`src/rtl/toy_pack.sv`:
```
// Shared front-end widths and the branch predictor update packet type.
package toy_pack;

  localparam int ADDR_WIDTH       = 32;
  localparam int ALIGN_WIDTH      = 4;
  localparam int FETCH_DATA_WIDTH = 128;

  typedef struct packed {
    logic [ADDR_WIDTH-1:0]  pred_pc;
    logic                   taken;
    logic [ADDR_WIDTH-1:0]  tgt_pc;
    logic [ALIGN_WIDTH-1:0] offset;
    logic                   is_cext;
    logic                   carry;
  } bpu_pkg;

endpackage

```
`src/rtl/toy_fe_chgflw_gen.sv`:
```
// Front-end change-flow generator: turns backend mispredict reports into
// single-cycle BTB update packets (via a small FIFO) and PC-gen redirects,
// with a quiesce window after each mispredict to block wrong-path resolves.
module toy_fe_chgflw_gen
  import toy_pack::*;
#(
  parameter int FIFO_DEPTH  = 4,
  parameter int QUIESCE_CYC = 3
) (
  input  logic                  clk,
  input  logic                  rst_n,
  input  logic                  resolve_vld,
  output logic                  resolve_rdy,
  input  bpu_pkg                resolve_pld,
  input  logic                  resolve_mispred,
  input  logic                  flush,
  output logic                  chgflw_vld_o,
  output bpu_pkg                chgflw_pld_o,
  output logic                  redirect_vld,
  output logic [ADDR_WIDTH-1:0] redirect_pc
);

  localparam int PW = $clog2(FIFO_DEPTH);
  localparam int QW = $clog2(QUIESCE_CYC + 1);

  typedef enum logic {
    IDLE,
    QUIESCE
  } state_t;

  state_t                state;
  logic [QW-1:0]         qcnt;
  logic [PW:0]           wr_ptr;
  logic [PW:0]           rd_ptr;
  bpu_pkg                mem [FIFO_DEPTH];
  logic                  fifo_full;
  logic                  fifo_empty;
  logic                  push;
  logic                  pop;
  logic [ADDR_WIDTH-1:0] block_pc;
  logic [ADDR_WIDTH-1:0] next_pc;

  // The extra pointer MSB distinguishes a full queue from an empty one.
  assign fifo_full  = (wr_ptr[PW] != rd_ptr[PW]) && (wr_ptr[PW-1:0] == rd_ptr[PW-1:0]);
  assign fifo_empty = (wr_ptr == rd_ptr);

  // Gating with rst_n keeps the producer stalled while reset is held.
  assign resolve_rdy = rst_n && (state == IDLE) && !fifo_full && !flush;

  // Only accepted mispredicts are queued; correct predictions are dropped.
  assign push = resolve_vld && resolve_rdy && resolve_mispred;

  // The BTB side never backpressures, so a valid head always pops.
  assign pop = !fifo_empty;

  assign chgflw_vld_o = !fifo_empty;
  assign chgflw_pld_o = fifo_empty ? '0 : mem[rd_ptr[PW-1:0]];

  // Fall-through is the next aligned fetch block; the add wraps at the top of memory.
  assign block_pc = {resolve_pld.pred_pc[ADDR_WIDTH-1:ALIGN_WIDTH], {ALIGN_WIDTH{1'b0}}};

  // Redirect target: actual branch target if taken, else the sequential block.
  always_comb begin
    next_pc = block_pc + ADDR_WIDTH'(FETCH_DATA_WIDTH / 8);
    if (resolve_pld.taken) next_pc = resolve_pld.tgt_pc;
  end

  // Queue storage; entries are only meaningful between the pointers.
  always_ff @(posedge clk) begin
    if (push) mem[wr_ptr[PW-1:0]] <= resolve_pld;
  end

  // Queue pointers; flush empties the queue and wins over any push.
  always_ff @(posedge clk or negedge rst_n) begin
    if (!rst_n) begin
      wr_ptr <= '0;
      rd_ptr <= '0;
    end else if (flush) begin
      wr_ptr <= '0;
      rd_ptr <= '0;
    end else begin
      if (push) wr_ptr <= wr_ptr + 1'b1;
      if (pop)  rd_ptr <= rd_ptr + 1'b1;
    end
  end

  // One-cycle redirect pulse per accepted mispredict; flush cancels it.
  always_ff @(posedge clk or negedge rst_n) begin
    if (!rst_n) begin
      redirect_vld <= 1'b0;
      redirect_pc  <= '0;
    end else if (flush) begin
      redirect_vld <= 1'b0;
      redirect_pc  <= '0;
    end else begin
      redirect_vld <= push;
      if (push) redirect_pc <= next_pc;
    end
  end

  // Quiesce FSM: after a mispredict, hold off new reports for QUIESCE_CYC cycles.
  always_ff @(posedge clk or negedge rst_n) begin
    if (!rst_n) begin
      state <= IDLE;
      qcnt  <= '0;
    end else if (flush) begin
      state <= IDLE;
      qcnt  <= '0;
    end else begin
      case (state)
        IDLE: begin
          if (push) begin
            state <= QUIESCE;
            qcnt  <= QW'(QUIESCE_CYC);
          end
        end
        QUIESCE: begin
          qcnt <= qcnt - 1'b1;
          if (qcnt == QW'(1)) state <= IDLE;
        end
        default: begin
          state <= IDLE;
          qcnt  <= '0;
        end
      endcase
    end
  end

endmodule

```
`config.mk`:
```
export PLATFORM = sky130hd
export DESIGN_NAME = toy_fe_chgflw_gen
export DESIGN_NICKNAME = d
export VERILOG_FILES = /design/src/rtl/toy_pack.sv /design/src/rtl/toy_fe_chgflw_gen.sv
export SDC_FILE = /design/constraint.sdc
export NUM_CORES = 1
export LEC_CHECK = 0
export ABC_CLOCK_PERIOD_IN_PS = 4900
export CORE_MARGIN = 2
export CORE_UTILIZATION = 39
export DETAILED_ROUTE_END_ITERATION = 6
export GPL_TIMING_DRIVEN = 0
export PLACE_DENSITY = 0.62
export SETUP_SLACK_MARGIN = 0.15
export SLEW_MARGIN = 20
export SYNTH_ARGS = -nofsm -noshare
export SYNTH_HDL_FRONTEND = slang
export SYNTH_SLANG_ARGS = --single-unit
```
`constraint.sdc`:
```
create_clock -name clk -period 4.9 [get_ports clk]
set_input_delay 0.49 -clock clk [delete_from_list [all_inputs] [get_ports clk]]
set_output_delay 0.49 -clock clk [all_outputs]
set_load 0.02 [all_outputs]
```
==> results.yml, run 1 <==
setup_path:
  setup.worst_path.start_class: "flip-flop"
  r2r_cells: 9
  path_cells: "buf_2 -> xnor2_1 -> nand3b_1 -> clkbuf_1 -> clkbuf_1 -> and2_1 -> clkdlybuf4s50_1"
  cpMaxStageDelayCell: "clkbuf_1"
  cpMostUsedCell: "clkbuf_1"
  critPathLaunch: "rd_ptr[0]"
  crit_arrival_ns: 3.68
  r2r_end: "mem[0][52]"
  crit_family: "buffers and inverters"
  critPathCapture: "chgflw_pld_o[43]"
  worst-path-buf-inv: 4
  end_kind: "output port"
  crit_fanout: 10
  cp_slowest_stage_delay_ns: 0.79
  r2r_slack_ns: 1.72
  reg2reg_from: "rd_ptr[0]"
  crit_required_ns: 4.41
  critPathKind: "flip-flop to output port"
  cp_num_cells: 7
die:
  fp.dieH_um: 189
  core_area_mm2: 0.0336
  die_w_um: 189
  die-area_mm2: 0.0357
  io_pins: 182
  rows: 67
  initial_core_util_pct: 39.7
logic_synthesis:
  syn_area_mm2: 0.0134
  syn_avg_cell_area_um2: 18.0
  synth-edff-count: 284
  yosysSeqAreaShare_pct: 71.7
  synthArstFlopShare_pct: 12.9
  syn_nets: 826
  yosys_most_used_dff: "edfxtp_1"
  synth_seq_cells: 326
  synth.distinct_cells: 53
  synth_warnings: 0
  syn_inst: 743
power:
  leakagePower_nw: 5.62
  ir_drop_mv: 0.260
  power.total_mw: 8.06
  p_per_area_mw_per_mm2: 473
timing:
  slew_viol_final: 0
  worst_slack_ns: 0.734
  finalCritPeriodShare_pct: 85.0
  setup_viol: 0
  fmax_mhz: 240
  tightest_slew_ns: 1.02
  period_needed_ns: 4.17
  clock_skew_ns: 0.00826
  worst_slew_margin_rel_pct: 31.8
  rsz0062_at_grt: "false"
  hold_viol: 0
placement:
  dpl_worst_slack_ns: 1.09
  dp_cells: 1379
  gp_congestion: 0.852
  port_buffers: 181
  place_area_mm2: 0.0159
  place_hpwl_um: 21400
detailed_routing:
  wl_per_cell_um: 22.1
  drt_iter0_drc: 446
  via_per_inst: 5.24
  via_count: 7563
  drc: 2
  wl_um: 31900
  drtAntennaViolNets: 0
  dr.pass1.iters: 7
finish:
  final_common_cell: "edfxtp_1"
  fillers: 2844
  regArea_mm2: 0.00958
  drive_gt1_share_pct: 16.6
  diodes: 0
  stdcell_area_mm2: 0.0170
  area_growth_pct: 27.5
  nets: 1053
  final_cell_count_no_fill: 1444
  multi_input_area_mm2: 0.00354
  layout_common_cells: "284 x edfxtp_1, 180 x clkdlybuf4s50_1, 71 x mux4_2, 71 x and2_1, 42 x dfrtp_1"
  final_core_util_pct: 50.7
grt:
  grt_first_pass_wirelength_um: 48000
  grt-ovfl-total: 0
  grt.total_usage_pct: 18.1
  antenna_found_initial: 1
  grt_pass1_vias: 7754
  grt_max_degree: 46
hold_path:
  worstHoldPathType: "input port to async pin"
cts:
  htree_levels: 2
  cts_tree: "done"
  clk_latency_ns: 0.51
  clock-sinks: 326
  cts_buffers: 36
  postCtsResizedCells: 0
  worst_setup_hold_path_clk_slew_ns: 0.06
  root_buffer: "clkbuf_16"
  cts_buffer_depth: 3
run_status:
  violations: "DRC"
  status: "finished, violations left"
flow_run:
  drv_cap: 0
-- registers in the layout (all words and copies together) (netlist names) --
signal	flops
mem	284
qcnt	2
rd_ptr	3
redirect_pc	32
redirect_vld	1
state	1
wr_ptr	3
-- metrics by stage --
stage	hold WS, ns	TNS [ns]
final	0.424	0
after global routing	0.456	0
after CTS	0.420	0
after detailed placement	0.427	0
after global placement	0.469	-709.27
after floorplan	0.194	0
-- worst min-delay path by stage --
stage	depth (start not counted)	from	end
2_1_floorplan	0	rst_n	qcnt[0]
3_3_place_gp	2	redirect_pc[19]	redirect_pc[19]
5_1_grt	2	rst_n	redirect_pc[14]
6_report	2	rst_n	redirect_pc[11]
4_1_cts	2	rst_n	redirect_pc[11]
3_5_place_dp	1	rst_n	redirect_pc[9]
-- Yosys cell counts (2+ instances only) --
cell type	number	share of area, %
a21oi_1	7	0.26
a311oi_1	2	0.13
a31oi_1	5	0.23
a32o_1	2	0.15
and2_1	75	3.5
and3_1	3	0.14
and4_1	2	0.13
buf_2	11	0.41
buf_4	2	0.11
buf_6	2	0.17
clkbuf_1	25	0.70
clkbuf_8	2	0.21
dfrtp_1	42	7.9
edfxtp_1	284	64
ha_1	7	0.66
inv_1	7	0.20
mux2i_1	8	0.60
mux4_2	71	12
nand2_1	18	0.51
nand2b_1	7	0.33
nand3_1	16	0.60
nand3b_1	15	0.84
nand4_1	9	0.42
nor2_1	19	0.53
nor3_1	10	0.37
nor3b_1	7	0.39
nor4_1	3	0.14
o21ai_0	30	1.1
o21ai_1	5	0.19
o31ai_1	3	0.17
o41ai_2	2	0.24
xnor2_1	17	1.1
xor2_1	5	0.33
-- what timing repair did --
item / in CTS / in global routing
hold buffers: 1 / 0
buffers inserted: 0 / 0
hold endpoints to repair: 13 / 0
-- cells by family (layout without fill, tap and decap cells) --
| group | after synthesis | in the layout | synth area share (%) |
|---|---|---|---|
| flip-flops | 326 | 326 | 71.7 |
| multiplexers | 80 | 80 | 12.7 |
| buffers and inverters | 50 | 303 | 1.83 |
| adder cells (fa/ha/maj) | 7 | 7 | 0.656 |
| AO/OA/AOI/OAI | 63 | 63 | 2.95 |
| XOR/XNOR | 22 | 22 | 1.44 |
| AND/OR/NAND/NOR | 195 | 195 | 8.73 |
-- report_power, final --
| group | switching [mW] | leakage (nW) | internal, mW |
|---|---|---|---|
| logic | 1.21 | 1.91 | 1.16 |
| registers | 0.0172 | 3.14 | 3.06 |
| clock network | 1.04 | 0.571 | 1.57 |
| total | 2.27 | 5.62 | 5.79 |
-- final cells by class --
type | instances | area share, %
well taps | 448 | 3.29
repair buffers | 189 | 11.5
flip-flops and latches | 326 | 56.2
plain buffers | 42 | 1.26
clock inverters | 18 | 0.962
inverters | 8 | 0.176
multi-input cells | 367 | 20.8
clock buffers | 46 | 5.75
-- per-layer routing --
layer  part of all wire (%)  global-route usage (%)
met2                     48                    29.1
met5                  0.038                       0
met4                    1.7                    4.45
met1                     43                    24.7
met3                    7.9                    4.75
-- worst register-to-register path, delay by kind of cell, from the launching register on --
kind,cells,cell delay [ns]
AOI/OAI and AO/OA,1,0.35
and+or+nand+nor,2,0.81
xor gates and xnor gates,1,0.15
buffers and inverters,5,1.17
DFF,1,0.35
(Power assumes the default switching activity.)
==> inputs of run 2 (changes only) <==
--- a/constraint.sdc
+++ b/constraint.sdc
@@ -3,2 +3,2 @@
 set_output_delay 0.49 -clock clk [all_outputs]
-set_load 0.02 [all_outputs]
+set_load 0.1 [all_outputs]
==> run 2 against run 1 <==
  * The flow still finishes with violations (DRC)
  * Die area unchanged
  * Combinational power up 78%
  * Largest power group is now combinational logic
  * Largest cell class unchanged
  * Critical path type unchanged
  * Power up 23%
  * Register-to-register slack about the same
  * Highest routed layer unchanged
  * Wire length about the same
  * Worst setup slack worse by 0.17 ns
  * Design area about the same
  * Final cell count unchanged
  * Worst hold slack about the same
  * Sequential power about the same
  * Clock skew about the same
  * Clock power about the same
==> results.yml, run 2 (synthesized netlist as in run 1, its figures left out) <==
run_status:
  status: "finished, violations left"
  violations: "DRC"
timing:
  clock_skew_ns: 0.00855
  whs_ns: 0.424
  tns_ns: 0
  hold_viol: 0
  setup_viol: 0
  rsz0062_at_grt: "false"
  worst_slack_ns: 0.562
  tightest_slew_ns: 1.08
  finalCritPeriodShare_pct: 88.5
  worst_slew_margin_rel_pct: 27.6
  period_needed_ns: 4.34
  slew_viol_final: 0
  fmax_mhz: 231
detailed_routing:
  wl_per_cell_um: 22.1
  drt_iter0_drc: 446
  via_count: 7561
  drtAntennaViolNets: 0
  dr.pass1.iters: 7
  via_per_inst: 5.24
  wl_um: 31900
  drc: 2
cts:
  root_buffer: "clkbuf_16"
  post_cts_buffers: 0
  cts_buffers: 36
  clock-sinks: 326
  clk_latency_ns: 0.51
  worst_setup_hold_path_clk_slew_ns: 0.06
  cts_tree: "done"
  htree_levels: 2
  cts_buffer_depth: 3
power:
  p_per_area_mw_per_mm2: 581
  power.total_mw: 9.90
  ir_drop_mv: 0.415
  leakagePower_nw: 5.62
grt:
  gr-max-usage-layer: "met2"
  grt_util_met3_pct: 4.75
  grt-ovfl-total: 0
  grt_max_degree: 46
  grt.total_usage_pct: 18.1
  grtUsageMet1_pct: 24.7
  grt_first_pass_wirelength_um: 48000
  antenna_found_initial: 1
  grt_pass1_vias: 7754
  use_met2_pct: 29.1
finish:
  area_growth_pct: 27.6
  largest_register_ffs: 284
  stdcell_area_mm2: 0.0170
  diodes: 0
  nets: 1053
  final_common_cell: "edfxtp_1"
  drive_gt1_share_pct: 16.7
  layout_common_cells: "284 x edfxtp_1, 180 x clkdlybuf4s50_1, 71 x mux4_2, 71 x and2_1, 42 x dfrtp_1"
  final_core_util_pct: 50.7
  final_cell_count_no_fill: 1444
setup_path:
  critPathKind: "flip-flop to output port"
  end_kind: "output port"
  setup.worst_path.start_class: "flip-flop"
  cpMaxStageDelayCell: "clkdlybuf4s50_1"
  crit_fanout: 10
  crit_arrival_ns: 3.85
  cp_slowest_stage_delay_ns: 1.16
  crit_required_ns: 4.41
  path_cells: "buf_2 -> xnor2_1 -> nand3b_1 -> clkbuf_2 -> clkbuf_1 -> and2_1 -> clkdlybuf4s50_1"
placement:
  gp_congestion: 0.852
  place_area_mm2: 0.0159
  dpl_worst_slack_ns: 0.666
  place_hpwl_um: 21400
  port_buffers: 181
  dp_cells: 1379
hold_path:
  worstHoldPathType: "input port to async pin"
die:
  die-area_mm2: 0.0357
  core_area_mm2: 0.0336
  io_pins: 182
  fp.dieH_um: 189
  initial_core_util_pct: 39.7
  rows: 67
  die_w_um: 189
flow_run:
  drv_cap: 0
run 2: final timing paths:
| path | end | depth (start not counted) | from | slack, ns |
|---|---|---|---|---|
| max | chgflw_pld_o[43] | 7 | rd_ptr[0] | 0.56 |
| min | redirect_pc[11] | 2 | rst_n | 0.42 |
| max reg2reg | mem[0][52] | 9 | rd_ptr[0] | 1.72 |
| min reg2reg | redirect_pc[27] | 2 | redirect_pc[27] | 0.49 |
| max in group asynchronous | redirect_pc[3] | 3 | rst_n | 3.98 |
| min in group clk | redirect_pc[27] | 2 | redirect_pc[27] | 0.49 |
run 2: critical path, delay by kind of cell, from the launching register on:
kind,cells,cell delay (ns)
xor+xnor,1,0.15
buf+inv,4,2.38
flops,1,0.35
simple gates,2,0.44
run 2: per-layer routing:
layer / wire length, um / vias to the layer above
li1: - / 3379
met1: 13600 / 3892
met2: 15200 / 249
met3: 2510 / 39
met4: 546 / 2
met5: 12 / -
run 2: final cells by class:
| cell class | instances | area [um2] |
|---|---|---|
| fill | 2846 | 16600 |
| multi-input combinational | 367 | 3540 |
| clock inverter | 18 | 164 |
| timing repair buffer | 189 | 1960 |
| sequential | 326 | 9580 |
| tap | 448 | 561 |
| inverter | 8 | 30.0 |
| clock buffer | 46 | 980 |
| buffer | 42 | 215 |
run 2: power by group:
part	total, mW	internal (mW)	switching [mW]
Combinational	4.21	1.15	3.06
Clock	2.62	1.57	1.04
Sequential	3.07	3.06	0.0172
Total	9.90	5.78	4.12
run 2: timing repair:
item / in CTS / in global routing
endpoints found under the setup margin: 20 / 0
endpoints found under the hold margin: 13 / 0
resized for setup: 1 / 0
hold buffers: 1 / 0
==> RTL change 1: new RTL, flow settings as in run 1 <==
Set the package constant `ADDR_WIDTH` to 64 (it was 32).
--- a/src/rtl/toy_pack.sv
+++ b/src/rtl/toy_pack.sv
@@ -2,5 +2,5 @@
 package toy_pack;
 
-  localparam int ADDR_WIDTH       = 32;
+  localparam int ADDR_WIDTH       = 64;
   localparam int ALIGN_WIDTH      = 4;
   localparam int FETCH_DATA_WIDTH = 128;
Interface: changed (resized chgflw_pld_o, redirect_pc and resolve_pld); port bits go from 182 to 342. No check against the original RTL was run, so the function may have changed too.
==> RTL change 1 against run 1 <==
- design area rose by 86%
- register-to-register slack got worse by 0.02 ns
- die area is 84% higher
- total power rose by 89%
- global-route usage increased by 2.6 points
- setup slack worse by 0.21 ns
- wire length up 110%
- combinational power grew 93%
- clock power rose by 86%
- area after synthesis grew 86%
- sequential cell count grew 288
- count of clock-buffer cells in the layout up 38
==> RTL change 1: results (changes against run 1) <==
Clock skew = 0.0239 ns (was 0.00826 ns)
Post-synthesis sequential area ratio = 72.9% (was 71.7%)
Placer Congestion = 0.814 (was 0.852)
Maximum VDD drop = 0.000304 V (was 0.000260 V)
Finished Layout Cells = 2,690 (was 1,444)
Site Rows = 92 (was 67)
Post-Syn Instances = 1,367 (was 743)
Routed met3 length = 3.82 mm (was 2.51 mm)
Initial drt markers = 1,161 (was 446)
CP Data Arrival Time = 3.88 ns (was 3.68 ns)
Post-synth cell types = 51 (was 53)
First-pass GRT wire length = 98.3 mm (was 48.0 mm)
Number of global-route vias before repair = 14,476 (was 7,754)
CTS H-Tree Depth = 3 (was 2)
CTS root buffer = clkbuf_16 (unchanged)
Drt total wl = 68.3 mm (was 31.9 mm)
Static leakage = 0.0103 uW (was 0.00562 uW)
Placed Instances = 2,567 (was 1,379)
Global Route Usage Sum = 20.7% (was 18.1%)
EDFF count, synth = 540 (was 284)
Layout Nets = 1,937 (was 1,053)
Place WS = 0.407 ns (was 1.09 ns)
Filler cell count = 5,217 (was 2,844)
Later-pin clock latency in the skew report = 0.60 ns (was 0.51 ns)
Num CTS Buffers = 66 (was 36)
Status = complete, no violations (was finished, violations left)
Met1 WL = 28.8 mm (was 13.6 mm)
Commonest cells in the synthesized netlist = edfxtp_1, and2_1, mux4_2, dfrtp_1, clkbuf_1 (was edfxtp_1, and2_1, mux4_2, dfrtp_1, o21ai_0)
HPWL after detailed placement = 47.3 mm (was 21.4 mm)
Max transition margin = 31.5% (was 31.8%)
Async SR Flop Fraction = 12.1% (was 12.9%)
Pin count of the biggest net entering global routing = 55 (was 46)
Share of layout cells above drive strength 1 = 14.5% (was 16.6%)
Vias per cell = 5.31 (was 5.24)
Hold WC Path Type = in2async (unchanged)
Max reg flops = 540 (was 284)
Number of buffers added on ports = 341 (was 181)
Routed wl met2 = 33.5 mm (was 15.2 mm)
Syn Nets = 1,514 (was 826)
Initial antenna violation count = 11 (was 1)
Internal power = 10,800 uW (was 5790 uW)
==> RTL change 1: layer usage <==
layer	vias to the layer above	global-route usage [%]
li1	6268	-
met1	7463	27.7
met2	441	33.7
met3	112	3.90
met4	8	7.72
met5	-	0
==> RTL change 1: power by group through the flow <==
| stage | Sequential [uW] | Clock (uW) | Combinational, uW |
|---|---|---|---|
| floorplan | 5920 | 0 | 2520 |
| global placement | 5900 | 0 | 4630 |
| detailed placement | 5890 | 0 | 4660 |
| CTS | 5790 | 4990 | 4690 |
| global route | 5790 | 5190 | 4870 |
| finish | 5790 | 4880 | 4580 |
==> RTL change 1: through the flow <==
step | area [um^2] | power (uW)
after detailed placement | 29600 | 10600
final | 31700 | 15200
after CTS | 31700 | 15500
after global routing | 31700 | 15900
after floorplan | 24800 | 8440
after global placement | 29300 | 10500
==> RTL change 1: final cells by class <==
cell class | instances | area (um^2) | area share [%]
repair buffers | 355 | 3750 | 11.8
inverters | 13 | 48.8 | 0.154
multi-input cells | 666 | 6400 | 20.2
clock inverters | 34 | 330 | 1.04
flip-flops and latches | 614 | 18100 | 56.9
clock buffers | 84 | 1780 | 5.61
diodes | 4 | 10.0 | 0.0315
plain buffers | 74 | 292 | 0.919
well taps | 846 | 1060 | 3.34
==> RTL change 1: cells by family (layout without fill, tap and decap cells) <==
group / count (synthesis) / count (layout) / share of synthesized area, %
flip-flops: 614 / 614 / 72.9
AND/OR/NAND/NOR: 325 / 325 / 7.50
multiplexers: 138 / 138 / 12.4
AO/OA/AOI/OAI: 134 / 134 / 3.34
buffers and inverters: 87 / 560 / 1.35
XOR/XNOR: 62 / 62 / 2.19
adder cells (fa/ha/maj): 7 / 7 / 0.353
other: 0 / 4 / 0
==> RTL change 1: worst max-delay path: stages, from the launching register on <==
cell and delay (ns):
dfrtp_1 0.38, clkbuf_2 0.44, clkbuf_1 0.65, buf_1 0.62
mux4_2 0.39, and2_1 0.16, clkdlybuf4s50_1 0.63
==> RTL change 1: what timing repair did <==
item / CTS / global route
endpoints found under the setup margin: 49 / 10
gates resized for setup: 3 / 1
hold buffers: 1 / 0
endpoints found under the hold margin: 22 / 0
==> RTL change 1: worst paths after layout <==
check	from	to	slack, ns	depth (start not counted)
setup / recovery	rd_ptr[1]	chgflw_pld_o[133]	0.53	6
max in group asynchronous	rst_n	redirect_pc[5]	3.96	3
hold reg to reg	qcnt[0]	qcnt[0]	0.49	1
setup reg to reg	state	mem[3][97]	1.70	7
min in group clk	qcnt[0]	qcnt[0]	0.49	1
hold / removal	rst_n	redirect_pc[55]	0.34	2
==> RTL change 2: new RTL, config.mk and constraints of run 1 <==
Without the edit above. Put one more register stage on the output `redirect_pc`, with the module's reset. The value now appears one clock later. The other outputs are not delayed to match.
--- a/src/rtl/toy_fe_chgflw_gen.sv
+++ b/src/rtl/toy_fe_chgflw_gen.sv
@@ -28,4 +28,6 @@
     QUIESCE
   } state_t;
+
+  logic [ADDR_WIDTH-1:0] redirect_pc_s0;
 
   state_t                state;
@@ -89,11 +91,11 @@
     if (!rst_n) begin
       redirect_vld <= 1'b0;
-      redirect_pc  <= '0;
+      redirect_pc_s0 <= '0;
     end else if (flush) begin
       redirect_vld <= 1'b0;
-      redirect_pc  <= '0;
+      redirect_pc_s0 <= '0;
     end else begin
       redirect_vld <= push;
-      if (push) redirect_pc <= next_pc;
+      if (push) redirect_pc_s0 <= next_pc;
     end
   end
@@ -127,4 +129,12 @@
   end
 
+  always_ff @(posedge clk or negedge rst_n) begin
+    if (!rst_n) begin
+      redirect_pc <= '0;
+    end else begin
+      redirect_pc <= redirect_pc_s0;
+    end
+  end
+
 endmodule
 
Behaviour: not the same (Yosys sat finds a counterexample within 4 cycles, from zero or initial values and one cycle with rst_n low).
==> RTL change 2 against run 1 <==
- sequential cell count increased by 32
- cell count grew 3.7%
- setup slack got worse by 0.022 ns
- wire length up 6.1%
- design area rose by 4.5%
- area after synthesis rose by 5.7%
- clock power is 3% higher
- total power increased by 4.4%
==> RTL change 2: results (changes against run 1) <==
First-pass GRT wire length = 51.0 mm (was 48.0 mm)
Syn Nets = 867 (was 826)
Maximum VDD drop = 0.000278 V (was 0.000260 V)
Number of buffers added on ports = 180 (was 181)
Vias per cell = 5.19 (was 5.24)
Clock skew = 0.00972 ns (was 0.00826 ns)
Post-synthesis sequential area ratio = 73.5% (was 71.7%)
Filler cell count = 2,989 (was 2,844)
Hold WC Path Type = reg2reg (was in2async)
Drt total wl = 33.8 mm (was 31.9 mm)
Layout Nets = 1,093 (was 1,053)
CP Data Arrival Time = 3.70 ns (was 3.68 ns)
Worst path max stage delay = 0.75 ns (was 0.79 ns)
Initial drt markers = 569 (was 446)
Clock transition at path regs = 0.06 ns (about the same)
DR pass1 iterations = 5 (was 7)
Static leakage = 0.00608 uW (was 0.00562 uW)
Post-synth cell types = 41 (was 53)
Place WS = 1.04 ns (was 1.09 ns)
Share of layout cells above drive strength 1 = 14.2% (was 16.6%)
Post-CTS setup buffer count = 0 (unchanged)
Placed cell areas = 0.0166 mm^2 (was 0.0159 mm^2)
Async SR Flop Fraction = 20.7% (was 12.9%)
Status = complete, no violations (was finished, violations left)
Ranking of synthesized cells by area = edfxtp_1, dfrtp_1, mux4_2 (was edfxtp_1, mux4_2, dfrtp_1)
Pin count of the biggest net entering global routing = 45 (was 46)
Commonest cells in the synthesized netlist = edfxtp_1, and2_1, dfrtp_1, mux4_2, o21ai_0 (was edfxtp_1, and2_1, mux4_2, dfrtp_1, o21ai_0)
Slew of the pin with the lowest slew margin = 0.968 ns (was 1.02 ns)
Number of global-route vias before repair = 8,105 (was 7,754)
[RTL change 2: power groups by stage]
| stage | clock network, uW | logic, uW | registers, uW |
|---|---|---|---|
| floorplan | 0 | 1370 | 3420 |
| global placement | 0 | 2410 | 3420 |
| detailed placement | 0 | 2420 | 3410 |
| CTS | 2760 | 2430 | 3350 |
| global route | 2870 | 2530 | 3350 |
| finish | 2690 | 2360 | 3350 |
[RTL change 2: routing by layer]
metal | vias to the layer above | track usage (%) | part of all wire (%) | wire length, um
li1 | 3517 | - | - | -
met1 | 3975 | 25.7 | 45 | 15200
met2 | 240 | 28.9 | 48 | 16200
met3 | 45 | 3.32 | 5.5 | 1840
met4 | 2 | 4.07 | 1.5 | 521
met5 | - | 0 | 0.038 | 13
[RTL change 2: through the flow]
stage	utilization [%]	power [uW]	instances	hold WS, ns
2_1_floorplan	-	4790	784	0.194
3_3_place_gp	46.4	5830	1425	0.355
3_5_place_dp	46.8	5840	1430	0.354
4_1_cts	50.0	8550	1497	0.368
5_1_grt	50.0	8760	1497	0.388
6_report	50.0	8410	1498	0.366
[RTL change 2: final cells by class]
| class | instances | area, um^2 | area share (%) |
|---|---|---|---|
| antenna | 1 | 2.50 | 0.0141 |
| clock buffer | 59 | 1090 | 6.14 |
| clock inverter | 7 | 61.3 | 0.344 |
| sequential | 358 | 10400 | 58.3 |
| inverter | 10 | 37.5 | 0.211 |
| multi-input combinational | 375 | 3540 | 19.9 |
| buffer | 41 | 175 | 0.984 |
| tap | 461 | 577 | 3.24 |
| timing repair buffer | 186 | 1940 | 10.9 |
[RTL change 2: worst paths after layout]
kind	from	end	slack (ns)	depth (start not counted)
max	rd_ptr[0]	chgflw_pld_o[55]	0.71	7
min	redirect_pc_s0[23]	redirect_pc[23]	0.37	0
max reg2reg	rd_ptr[0]	mem[0][60]	1.82	7
min reg2reg	redirect_pc_s0[23]	redirect_pc[23]	0.37	0
max in group asynchronous	rst_n	redirect_pc[31]	3.85	3
min in group asynchronous	rst_n	redirect_pc[10]	0.47	2
[RTL change 2: worst reg2reg max path, delay by kind of cell, from the launching register on]
kind	cells	cell delay, ns
buffers and inverters	4	1.16
and+or+nand+nor	1	0.57
DFF	1	0.34
xor gates and xnor gates	1	0.18
AOI/OAI and AO/OA	1	0.46
[RTL change 2: kinds of logic after synthesis]
| logic type | after synthesis | synth area share (%) |
|---|---|---|
| AOI/OAI and AO/OA | 65 | 2.77 |
| DFF | 358 | 73.5 |
| muxes | 79 | 11.9 |
| xor gates and xnor gates | 24 | 1.49 |
| and+or+nand+nor | 200 | 8.21 |
| buffers and inverters | 51 | 1.51 |
| adders and majority gates | 7 | 0.620 |
